[config.mk]
export PLATFORM = sky130hd
export DESIGN_NAME = regfile_writeback_unit
export DESIGN_NICKNAME = d
export VERILOG_FILES = /design/src/rtl/regfile_writeback_unit.sv
export SDC_FILE = /design/constraint.sdc
export NUM_CORES = 1
export LEC_CHECK = 0
export CAP_MARGIN = 10
export CORE_ASPECT_RATIO = 1.5
export CORE_UTILIZATION = 50
export DETAILED_ROUTE_END_ITERATION = 10
export PLACE_DENSITY = 0.82
export SLEW_MARGIN = 10
export SYNTH_ARGS = -nofsm -noshare
export SYNTH_HDL_FRONTEND = slang
export SYNTH_SLANG_ARGS = --single-unit
[constraint.sdc]
create_clock -name clk -period 4.9 [get_ports clk]
set_input_delay 0.98 -clock clk [delete_from_list [all_inputs] [get_ports clk]]
set_output_delay 0.98 -clock clk [all_outputs]
set_load 0.05 [all_outputs]
[src/rtl/regfile_writeback_unit.sv]
// regfile_writeback_unit
// Write-side initiator for the register file. ALU results and buffered load
// results share one registered write port; a per-register busy scoreboard
// drives the decode stall.
//
// Ports:
//   clk, rst_n                        clock, async active-low reset
//   issue_valid/issue_addr            destination issued this cycle (sets busy)
//   alu_valid/alu_addr/alu_data       ALU result (highest write priority)
//   ld_valid/ld_addr/ld_data/ld_ready load result offer into the in-order queue
//   rdReg_addr1/2, rd_use1/2          decode operand reads, used for stall
//   stall                             hold decode this cycle
//   sig_regWrite/wrReg_addr/wr_data   registered register-file write port
//   busy                              scoreboard, bit i = register i pending
//   lq_count                          load queue occupancy
//   ld_overflow                       sticky: load offered while queue full
module regfile_writeback_unit #(
   parameter int unsigned DATA_W   = 16,
   parameter int unsigned ADDR_W   = 3,
   parameter int unsigned NREG     = 8,
   parameter int unsigned LQ_DEPTH = 2,
   localparam int unsigned CNT_W   = $clog2(LQ_DEPTH + 1),
   localparam int unsigned PTR_W   = (LQ_DEPTH > 1) ? $clog2(LQ_DEPTH) : 1
) (
   input  logic              clk,
   input  logic              rst_n,
   input  logic              issue_valid,
   input  logic [ADDR_W-1:0] issue_addr,
   input  logic              alu_valid,
   input  logic [ADDR_W-1:0] alu_addr,
   input  logic [DATA_W-1:0] alu_data,
   input  logic              ld_valid,
   input  logic [ADDR_W-1:0] ld_addr,
   input  logic [DATA_W-1:0] ld_data,
   output logic              ld_ready,
   input  logic [ADDR_W-1:0] rdReg_addr1,
   input  logic [ADDR_W-1:0] rdReg_addr2,
   input  logic              rd_use1,
   input  logic              rd_use2,
   output logic              stall,
   output logic              sig_regWrite,
   output logic [ADDR_W-1:0] wrReg_addr,
   output logic [DATA_W-1:0] wr_data,
   output logic [NREG-1:0]   busy,
   output logic [CNT_W-1:0]  lq_count,
   output logic              ld_overflow
);

   localparam logic [CNT_W-1:0] LqFull = CNT_W'(LQ_DEPTH);

   // Load queue storage and pointers
   logic [ADDR_W-1:0] lq_addr_q [LQ_DEPTH];
   logic [ADDR_W-1:0] lq_addr_d [LQ_DEPTH];
   logic [DATA_W-1:0] lq_data_q [LQ_DEPTH];
   logic [DATA_W-1:0] lq_data_d [LQ_DEPTH];
   logic [PTR_W-1:0]  rd_ptr_q, rd_ptr_d;
   logic [PTR_W-1:0]  wr_ptr_q, wr_ptr_d;
   logic [CNT_W-1:0]  count_q, count_d;
   logic              ovf_q, ovf_d;

   // Write port and scoreboard
   logic              we_q, we_d;
   logic [ADDR_W-1:0] waddr_q, waddr_d;
   logic [DATA_W-1:0] wdata_q, wdata_d;
   logic [NREG-1:0]   busy_q, busy_d;

   logic push, pop;

   function automatic logic [PTR_W-1:0] ptr_inc(input logic [PTR_W-1:0] p);
      if (p == PTR_W'(LQ_DEPTH - 1)) begin
         return '0;
      end
      return p + 1'b1;
   endfunction

   assign ld_ready = (count_q < LqFull);
   // Pop decision uses pre-push occupancy: no same-cycle pass-through.
   assign push     = ld_valid && ld_ready;
   assign pop      = !alu_valid && (count_q != '0);

   always_comb begin
      lq_addr_d = lq_addr_q;
      lq_data_d = lq_data_q;
      rd_ptr_d  = rd_ptr_q;
      wr_ptr_d  = wr_ptr_q;
      count_d   = count_q;
      ovf_d     = ovf_q;
      we_d      = 1'b0;
      waddr_d   = waddr_q;
      wdata_d   = wdata_q;
      busy_d    = busy_q;

      if (push) begin
         lq_addr_d[wr_ptr_q] = ld_addr;
         lq_data_d[wr_ptr_q] = ld_data;
         wr_ptr_d            = ptr_inc(wr_ptr_q);
      end
      if (ld_valid && !ld_ready) begin
         ovf_d = 1'b1;
      end
      if (pop) begin
         rd_ptr_d = ptr_inc(rd_ptr_q);
      end
      unique case ({push, pop})
         2'b10:   count_d = count_q + 1'b1;
         2'b01:   count_d = count_q - 1'b1;
         default: count_d = count_q;
      endcase

      if (alu_valid) begin
         we_d    = 1'b1;
         waddr_d = alu_addr;
         wdata_d = alu_data;
      end else if (pop) begin
         we_d    = 1'b1;
         waddr_d = lq_addr_q[rd_ptr_q];
         wdata_d = lq_data_q[rd_ptr_q];
      end

      // Clear first so a same-edge issue (newer producer) wins.
      if (we_d) begin
         busy_d[waddr_d] = 1'b0;
      end
      if (issue_valid) begin
         busy_d[issue_addr] = 1'b1;
      end
   end

   always_ff @(posedge clk or negedge rst_n) begin
      if (!rst_n) begin
         for (int i = 0; i < int'(LQ_DEPTH); i++) begin
            lq_addr_q[i] <= '0;
            lq_data_q[i] <= '0;
         end
         rd_ptr_q <= '0;
         wr_ptr_q <= '0;
         count_q  <= '0;
         ovf_q    <= 1'b0;
         we_q     <= 1'b0;
         waddr_q  <= '0;
         wdata_q  <= '0;
         busy_q   <= '0;
      end else begin
         lq_addr_q <= lq_addr_d;
         lq_data_q <= lq_data_d;
         rd_ptr_q  <= rd_ptr_d;
         wr_ptr_q  <= wr_ptr_d;
         count_q   <= count_d;
         ovf_q     <= ovf_d;
         we_q      <= we_d;
         waddr_q   <= waddr_d;
         wdata_q   <= wdata_d;
         busy_q    <= busy_d;
      end
   end

   // The register file holds its read outputs during a write cycle, so any
   // operand read collides with an active write.
   assign stall = (rd_use1 && busy_q[rdReg_addr1]) ||
                  (rd_use2 && busy_q[rdReg_addr2]) ||
                  (we_q && (rd_use1 || rd_use2));

   assign sig_regWrite = we_q;
   assign wrReg_addr   = waddr_q;
   assign wr_data      = wdata_q;
   assign busy         = busy_q;
   assign lq_count     = count_q;
   assign ld_overflow  = ovf_q;

endmodule

# Word-level counts from Yosys, hierarchy flattened
# Cells that the tools add are included.
totals:
  register_bits: 71
  in_bits: 54
  out_inout_bits: 33
  word_cells: 87
classes:
  add_sub_neg: 4
  magnitude_cmp: 10
  eq_ne: 2
  muxes: 37
  n_bitwise: 5
  reduce_logical: 17
op_table:
  columns: ["op", "n"]
  rows:
  - ["2-to-1 mux 16 bit", 6]
  - ["bitwise mux 32 bit", 1]
  - ["2-to-1 mux 3 bit", 6]
  - ["demux 16 bit (select 1 bit)", 1]
  - ["less-than comparator 3 x 4 -> 1 bit (second input constant)", 4]
  - ["2-to-1 mux 8 bit", 2]
  - ["2-to-1 mux 1 bit", 14]
  - ["logical AND 1 bit", 9]
  - ["AND 8 bit", 1]
  - ["inverter 8 bit", 1]
  - ["bitwise OR 8 bit", 1]
  - ["binary-select mux 1 bit (select 3 bit)", 2]
  - ["bitwise mux 6 bit", 1]
  - ["demux 1 bit (select 3 bit)", 2]
  - ["greater-or-equal comparator 3 x 1 -> 1 bit (second input constant)", 2]
  - ["nonzero test 2 bit", 3]
  - ["greater-or-equal comparator 2 bit (second input constant)", 2]
  - ["inverter 1 -> 2 bit", 2]
  - ["case mux 2 bit (2 select lines)", 1]
  - ["demux 3 bit (select 1 bit)", 1]
  - ["logical OR 1 bit", 3]
  - ["adder 1 bit (second input constant)", 2]
  - ["adder 2 x 1 -> 2 bit (second input constant)", 1]
  - ["equality test 2 x 1 -> 1 bit (second input constant)", 1]
  - ["other kinds (5)", 6]

# Depth between registers and ports, before layout
# Gate-level depths: netlist (run 1).
logic_depth:
  ltp_word: 15
  ltp_mapped: 7
  ltp_nobuf: 6

# Least setup slack after synthesis (run 1)
# Ideal clock, no wire load.
synth_timing:
  kind: "input-to-output"
  from: "input rdReg_addr2[1]"
  to: "output stall"
  arrival_time_ps: 2139
  t_required_ps: 3920
  setup_slack_ps: 1781
  path_stages: 4
  n_path_buf: 0
  cell_sequence: "mux4_2 -> mux2_2 -> o21ai_0 -> nand2_1"
synth_via:
  elab_chain_len: 5
synth_rtl:
  columns: ["element", "line", "rtl"]
  rows:
  - ["start, declared", "37", "input logic [ADDR_W-1:0] rdReg_addr2,"]
  - ["binary-select mux 1 bit (select 3 bit)", "160", "(rd_use2 && busy_q[rdReg_addr2]) ||"]
  - ["2-to-1 mux 1 bit (implied by the code)", "160", null]
  - ["logical AND 1 bit", "160", null]
  - ["logical OR 1 bit", "159", "assign stall = (rd_use1 && busy_q[rdReg_addr1]) ||"]
  - ["logical OR 1 bit", "160", null]
  - ["end, declared", "40", "output logic stall,"]
# No other way between the ends. The select of a mux whose other input is x is not followed.

# Final worst setup path (run 1)
# Same ends and word-level chain as after synthesis.

==> impl_summary.txt, run 1 <==
----------------------------------------------------
[Critical path]
  Endpoint arrival time on the critical path ... ~3200 ps
  Kind of critical path ... in2out
  Kind of end point of the critical path ... output port
  Type of element launching the critical path ... primary input
  Largest driver fanout on the critical path ... 2
  Data required time of the worst path ... between 3000 and 4000 ps

[Global route]
  Wire length of the first global-routing pass ... about 12000 um
  Initial antenna violation count ... 0
  Pin count of the biggest net entering global routing ... 49
  Via count of the first global-routing pass ... 2437
  Overall overflow remaining after global route ... 0
  Overall routing resource usage ... approximately 23%

[Power and ir drop]
  Pwr dens ... approximately 700 mW/mm^2
  Relative contribution of sequential cells to total power ... between 30% and 40%
  Leak ... 0.00187 uW
  Maximum ir drop on the vdd rail ... approximately 340 uV
  Sw Ratio ... 40.1%
  Clock Power Share ... ~18%
  Power dissipated by switching net loads ... roughly 1200 uW
  Design internal power ... approximately 1800 uW
  Logic gate share of total power ... a little under half

[Route]
  Per-cell routed wire length ... 16.4 um
  Antenna-violating nets left ... 0
  WL final ... approximately 7000 um
  Via count ... 2380
  Number of detailed-route iterations in the first pass ... 5
  Residual DRC count ... 0
  Via-to-Cell Ratio ... 5.51
  Iteration-0 DRC count of the detailed router ... between 100 and 150

[Synthesis]
  Biggest area contributors in the synthesized netlist ... sky130_fd_sc_hd__dfrtp_1 (55%), sky130_fd_sc_hd__mux2_2 (14%), sky130_fd_sc_hd__mux2i_1 (5.8%)
  Avg Synthesized Cell Area ... approximately 12 sq um
  Most common cell in the synthesized netlist ... sky130_fd_sc_hd__dfrtp_1
  Post-synthesis cell area ... 0.00326 sq mm
  Sequential share of the synthesized area ... between 50% and 60%
  Area share of the leading cell type in the synthesized netlist ... 54.6%
  Post-synth ARST share ... between 90% and 100%
  Cell type with the highest aggregate area in the netlist ... sky130_fd_sc_hd__dfrtp_1
  Most frequently used flop master after synthesis ... sky130_fd_sc_hd__dfrtp_1
  Count of warnings emitted by yosys ... 0
  Syn Nets ... roughly 320
  Distinct cell type count after synthesis ... 33
  Instance count of the mapped netlist ... approximately 270
  Count of flip-flops with a built-in enable after synthesis ... 0
  Seq cells post-synth ... 71
  Ranking of synthesized cells by instance count ... sky130_fd_sc_hd__dfrtp_1 (71), sky130_fd_sc_hd__mux2_2 (40), sky130_fd_sc_hd__nand2_1 (21)

[Die]
  Core Box Area ... approximately 0.0062 sq mm
  Total Die Area ... between 0.006 and 0.007 sq mm
  I/O pin total ... a little under 90
  Width of the die ... between 60 and 70 um
  Starting Density ... about 52%
  Num rows ... 35
  Vertical die dimension ... 101 um

[Placed design]
  Half-perimeter wire length of the detailed placement result ... approximately 5000 um
  Setup Slack @ Placement ... ~750 ps
  IO buf count ... 86
  Weighted congestion at the end of routability-driven global placement ... 0.747

[Clock network]
  Number of levels in the clock H-tree ... 3
  TritonCTS Buffers ... 9
  Postcts setup bufs ... 0
  CTS-repair resized insts ... 0
  Clock Pin Slew Worst Setup and Hold Paths ... 70 ps
  Hold Buf Count CTS ... 0
  Root cell of the clock tree ... sky130_fd_sc_hd__clkbuf_8
  Clock sink total ... 71
  Clock tree from TritonCTS ... yes
  Buffer levels on the longest clock path ... 2
  Later-pin clock latency in the skew report ... 340 ps

[Timing]
  Share of the clock period used by the worst path ... ~85%
  Final number of hold-violating endpoints ... 0
  Max frequency ... roughly 0.24 GHz
  Worst setup margin ... 736 ps
  Crit path time final ... roughly 4200 ps
  Setup_tns ... 0 ps
  Final clock skew ... between 6 and 7 ps
  Max-slew violation count ... 0
  Endpoints failing setup ... 0
  Slew at the pin with the worst max-slew slack ... ~640 ps
  Unrepaired setup endpoints after global routing ... false
  Max_slew headroom ... between 50% and 60%

[Cells and area]
  Fraction of layout cells with a size suffix above 1 ... slightly below 20%
  FF+latch area ... 0.00178 sq mm
  Synth-to-Final Area Change ... 34.8%
  Layout Nets ... just over 400
  # diodes ... 0
  Area of combinational cells with multiple inputs ... roughly 0.0014 sq mm
  Count of filler cells inserted in the layout ... 461

[Status]
  Run status ... finished clean

[Min path]
  Worst min-delay path class ... reg2reg

[Flow run]
  # Max-Cap Violations ... 0

----------------------------------------------------
[per-layer routing]
| layer | GRT usage [%] | wire [um] | vias up |
|---|---|---|---|
| met5 | 0 | 0 | - |
| met3 | 5.66 | 355 | 14 |
| met1 | 26.6 | 2820 | 1176 |
| met4 | 9.29 | 119 | 0 |
| met2 | 39.8 | 3780 | 68 |
| li1 | - | - | 1122 |
[worst max-delay path, stage by stage]
cell and delay [ps]:
sky130_fd_sc_hd__clkdlybuf4s50_1 520, sky130_fd_sc_hd__mux4_2 510, sky130_fd_sc_hd__mux2_2 270, sky130_fd_sc_hd__o21ai_0 150
sky130_fd_sc_hd__nand2_1 70, sky130_fd_sc_hd__clkdlybuf4s50_1 690
[final cells by class]
cell class                      instances  area share (%)
Sequential cell                        71            40.5
Multi-Input combinational cell        175            31.1
Timing Repair Buffer                   90            20.2
Clock buffer                           10            3.14
Clock inverter                          6            2.45
Tap cell                               74            2.11
Inverter                                6           0.513
[path summary, 6_finish.rpt]
kind | start | depth (start not counted) | to | slack [ps]
hold / removal | ld_overflow$_DFFE_PN0P_ | 1 | ld_overflow$_DFFE_PN0P_ | 460
min in group asynchronous | rst_n | 1 | wr_ptr_q$_DFFE_PN0P_ | 620
max in group asynchronous | rst_n | 2 | busy[7]$_DFF_PN0_ | 3290
setup reg to reg | lq_count[1]$_DFFE_PN0P_ | 4 | lq_addr_q[3]$_DFFE_PN0P_ | 3040
hold reg to reg | ld_overflow$_DFFE_PN0P_ | 1 | ld_overflow$_DFFE_PN0P_ | 460
setup / recovery | rdReg_addr2[1] | 6 | stall | 740
[layout by cell type, fill, tap and decap left out, drive strengths merged, types with 5 or more instances in the layout]
cell and instances:
a21oi 16, dfrtp 71, mux2i 19, clkbuf 10, o31ai 7, nand2 21
inv 6, nor2 19, clkdlybuf4s50 85, nand3 5, o21ai 21, mux2 40
buf 5
[logic make-up (layout without fill, tap and decap cells)]
logic type | count (synthesis) | after routing | share of synthesized area (%)
buffers and inverters | 21 | 112 | 3.54
XOR/XNOR | 5 | 5 | 1.35
AND/OR/NAND/NOR | 51 | 51 | 6.92
flip-flops | 71 | 71 | 54.6
AO/OA/AOI/OAI | 55 | 55 | 10.8
multiplexers | 63 | 63 | 22.4
adder cells (fa/ha/maj) | 1 | 1 | 0.384
[flip-flops by register name, summed over array words and instances (netlist names)]
signal	cells
busy	8
ld_overflow	1
lq_addr_q	6
lq_count	2
lq_data_q	32
rd_ptr_q	1
sig_regWrite	1
wrReg_addr	3
wr_data	16
wr_ptr_q	1
[power groups by stage]
stage | registers [uW] | logic (uW) | clock network (uW)
after CTS | 1050 | 1480 | 574
after floorplan | 1370 | 725 | 0
after global routing | 1080 | 1580 | 600
after global placement | 1040 | 1450 | 0
after detailed placement | 1060 | 1480 | 0
final | 1050 | 1470 | 562
[metrics by stage]
stage | total power, uW | std cells | util (%) | instance area (sq um) | hold slack (ps)
global placement | 2480 | 416 | 66.6 | 4140 | 439
CTS | 3110 | 432 | 70.6 | 4390 | 465
global route | 3260 | 432 | 70.6 | 4390 | 484
floorplan | 2100 | 267 | - | 3260 | 479
finish | 3080 | 432 | 70.6 | 4390 | 464
detailed placement | 2540 | 416 | 66.6 | 4140 | 447
(Power assumes the default switching activity.)
==> run 2, diff against run 1 <==
Settings changed: CORE_UTILIZATION 50 to 48, PLACE_DENSITY 0.82 to 0.79.
Clock period 4.9 ns to 4.2 ns, I/O delays scaled along.
==> run 2 against run 1 <==
  * Clock power up 1%
  * Clock skew up 2.4 ps
  * Total power up 14%
  * Utilization down 4.1 points
  * Non-clock buffer count down 1
  * Highest routed layer unchanged
==> impl_summary.txt, run 2 (synthesis gave the netlist of run 1 again) <==
----------------------------------------------------
[Status]
  Run status ... finished clean

[Clock network]
  CTS-repair resized insts ... 0
  Clock sink total ... just over 70
  Clock Pin Slew Worst Setup and Hold Paths ... around 70 ps
  Postcts setup bufs ... 0
  Clock tree from TritonCTS ... yes
  Hold Buf Count CTS ... 0
  Later-pin clock latency in the skew report ... approximately 330 ps
  TritonCTS Buffers ... 9
  Buffer levels on the longest clock path ... 2
  Number of levels in the clock H-tree ... 3
  Root cell of the clock tree ... sky130_fd_sc_hd__clkbuf_8

[Die]
  Total Die Area ... 0.00712 sq mm
  Num rows ... 36
  Core Box Area ... ~0.0065 sq mm
  I/O pin total ... 87
  Starting Density ... approximately half
  Vertical die dimension ... between 100 and 150 um
  Width of the die ... around 70 um

[Critical path]
  Maximum cell stage delay along the critical path ... between 600 and 700 ps
  Critical Path Slowest Stage Cell ... sky130_fd_sc_hd__clkdlybuf4s50_1
  Reg2reg path depth ... 4
  Kind of critical path ... in2out
  Endpoint arrival time on the critical path ... 3030 ps
  Cell family with most CP delay ... buffers and inverters
  Crit path cell chain ... clkdlybuf4s50_1 > mux4_2 > mux2_2 > o21ai_0 > nand2_1 > clkdlybuf4s50_1
  Data required time of the worst path ... 3360 ps
  Crit path buf inv count ... 2
  Type of element launching the critical path ... primary input
  Most prevalent standard cell on the critical path ... sky130_fd_sc_hd__clkdlybuf4s50_1
  Startpoint of the most critical register-to-register path ... rd_ptr_q$_DFFE_PN0N_
  Kind of end point of the critical path ... output port
  Capture instance of the worst register-to-register path ... busy[7]$_DFF_PN0_
  Setup slack of the most critical reg-to-reg path ... 1770 ps
  Largest driver fanout on the critical path ... 2

[Timing]
  Final number of hold-violating endpoints ... 0
  Share of the clock period used by the worst path ... between 90% and 100%
  Crit path time final ... between 3000 and 4000 ps
  Max-slew violation count ... 0
  Setup_tns ... 0 ps
  Slew at the pin with the worst max-slew slack ... around 1200 ps
  Max_slew headroom ... 22.5%
  Endpoints failing setup ... 0
  Final clock skew ... 9.12 ps
  Unrepaired setup endpoints after global routing ... false
  WHS ... roughly 480 ps
  Max frequency ... 0.259 GHz

[Route]
  Via count ... 2345
  Number of detailed-route iterations in the first pass ... 4
  Per-cell routed wire length ... 15.7 um
  WL final ... slightly below 7000 um
  Iteration-0 DRC count of the detailed router ... 94
  Via-to-Cell Ratio ... about 5.4
  Antenna-violating nets left ... 0
  Residual DRC count ... 0

[Min path]
  Hold worst-path end ... ld_overflow$_DFFE_PN0P_
  Worst min-delay path class ... reg2reg
  Hold depth ... 1
  Hold Path Origin ... ld_overflow$_DFFE_PN0P_

[Global route]
  Pin count of the biggest net entering global routing ... 47
  Initial antenna violation count ... 0
  Overall overflow remaining after global route ... 0
  Via count of the first global-routing pass ... ~2500
  Wire length of the first global-routing pass ... ~12000 um
  Overall routing resource usage ... 20.7%

[Placed design]
  IO buf count ... 86
  Weighted congestion at the end of routability-driven global placement ... 0.828
  Half-perimeter wire length of the detailed placement result ... around 5000 um
  Cell area after placement ... just over 0.004 sq mm

[Cells and area]
  Synth-to-Final Area Change ... 33.4%
  Layout Nets ... between 400 and 500
  Most common library cell in the layout ignoring fill and taps ... sky130_fd_sc_hd__clkdlybuf4s50_1
  Flip-flop count of the largest register after layout ... 32
  Fraction of layout cells with a size suffix above 1 ... a little under a fifth
  Register containing the most flip-flops in the final layout ... lq_data_q
  Post-Layout Inst Area ... ~0.0043 sq mm
  # diodes ... 0
  Top library cells by usage in the layout, fill and taps aside ... sky130_fd_sc_hd__clkdlybuf4s50_1 (85), sky130_fd_sc_hd__dfrtp_1 (71), sky130_fd_sc_hd__mux2_2 (40), sky130_fd_sc_hd__nand2_1 (21), sky130_fd_sc_hd__o21ai_0 (20)

[Flow run]
  # Max-Cap Violations ... 0

[Power and ir drop]
  Leak ... roughly 0.0018 uW
  PnR Total Power ... 3490 uW
  Maximum ir drop on the vdd rail ... about 440 uV
  Pwr dens ... 804 mW/mm^2

----------------------------------------------------
run 2: through the flow:
step | utilization (%) | worst slack, ps | instances
finish | 66.5 | 332 | 433
global route | 66.5 | 209 | 433
CTS | 66.5 | 317 | 433
detailed placement | 63.4 | 323 | 417
global placement | 63.4 | 350 | 417
floorplan | - | 1360 | 267
run 2: area by class of cell:
type	instances	area, sq um
Clock buffer	12	135
Clock inverter	4	70.1
Fill cell	503	2190
Inverter	6	22.5
Multi-Input combinational cell	175	1370
Sequential cell	71	1780
Tap cell	76	95.1
Timing Repair Buffer	89	878
run 2: report_power, final:
group | switching, uW | internal [uW]
sequential | 259 | 1010
clock | 235 | 333
combinational | 927 | 733
run 2: layer usage:
layer  wire length (um)  GRT usage [%]  vias up
met3                387           6.06        9
met4                141           8.48        0
met2               3500           36.4       77
li1                   -              -     1122
met5                  0              0        -
met1               2790           23.8     1137
run 2: how the worst max path moves through the flow:
stage | from | end | slack (ps) | cells after the start
after detailed placement | rdReg_addr2[1] | stall | 320 | 6
after CTS | rdReg_addr2[1] | stall | 320 | 6
after global placement | rdReg_addr2[0] | stall | 350 | 6
after global routing | rdReg_addr2[1] | stall | 210 | 6
after floorplan | rdReg_addr2[1] | stall | 1360 | 4
final | rdReg_addr2[1] | stall | 330 | 6
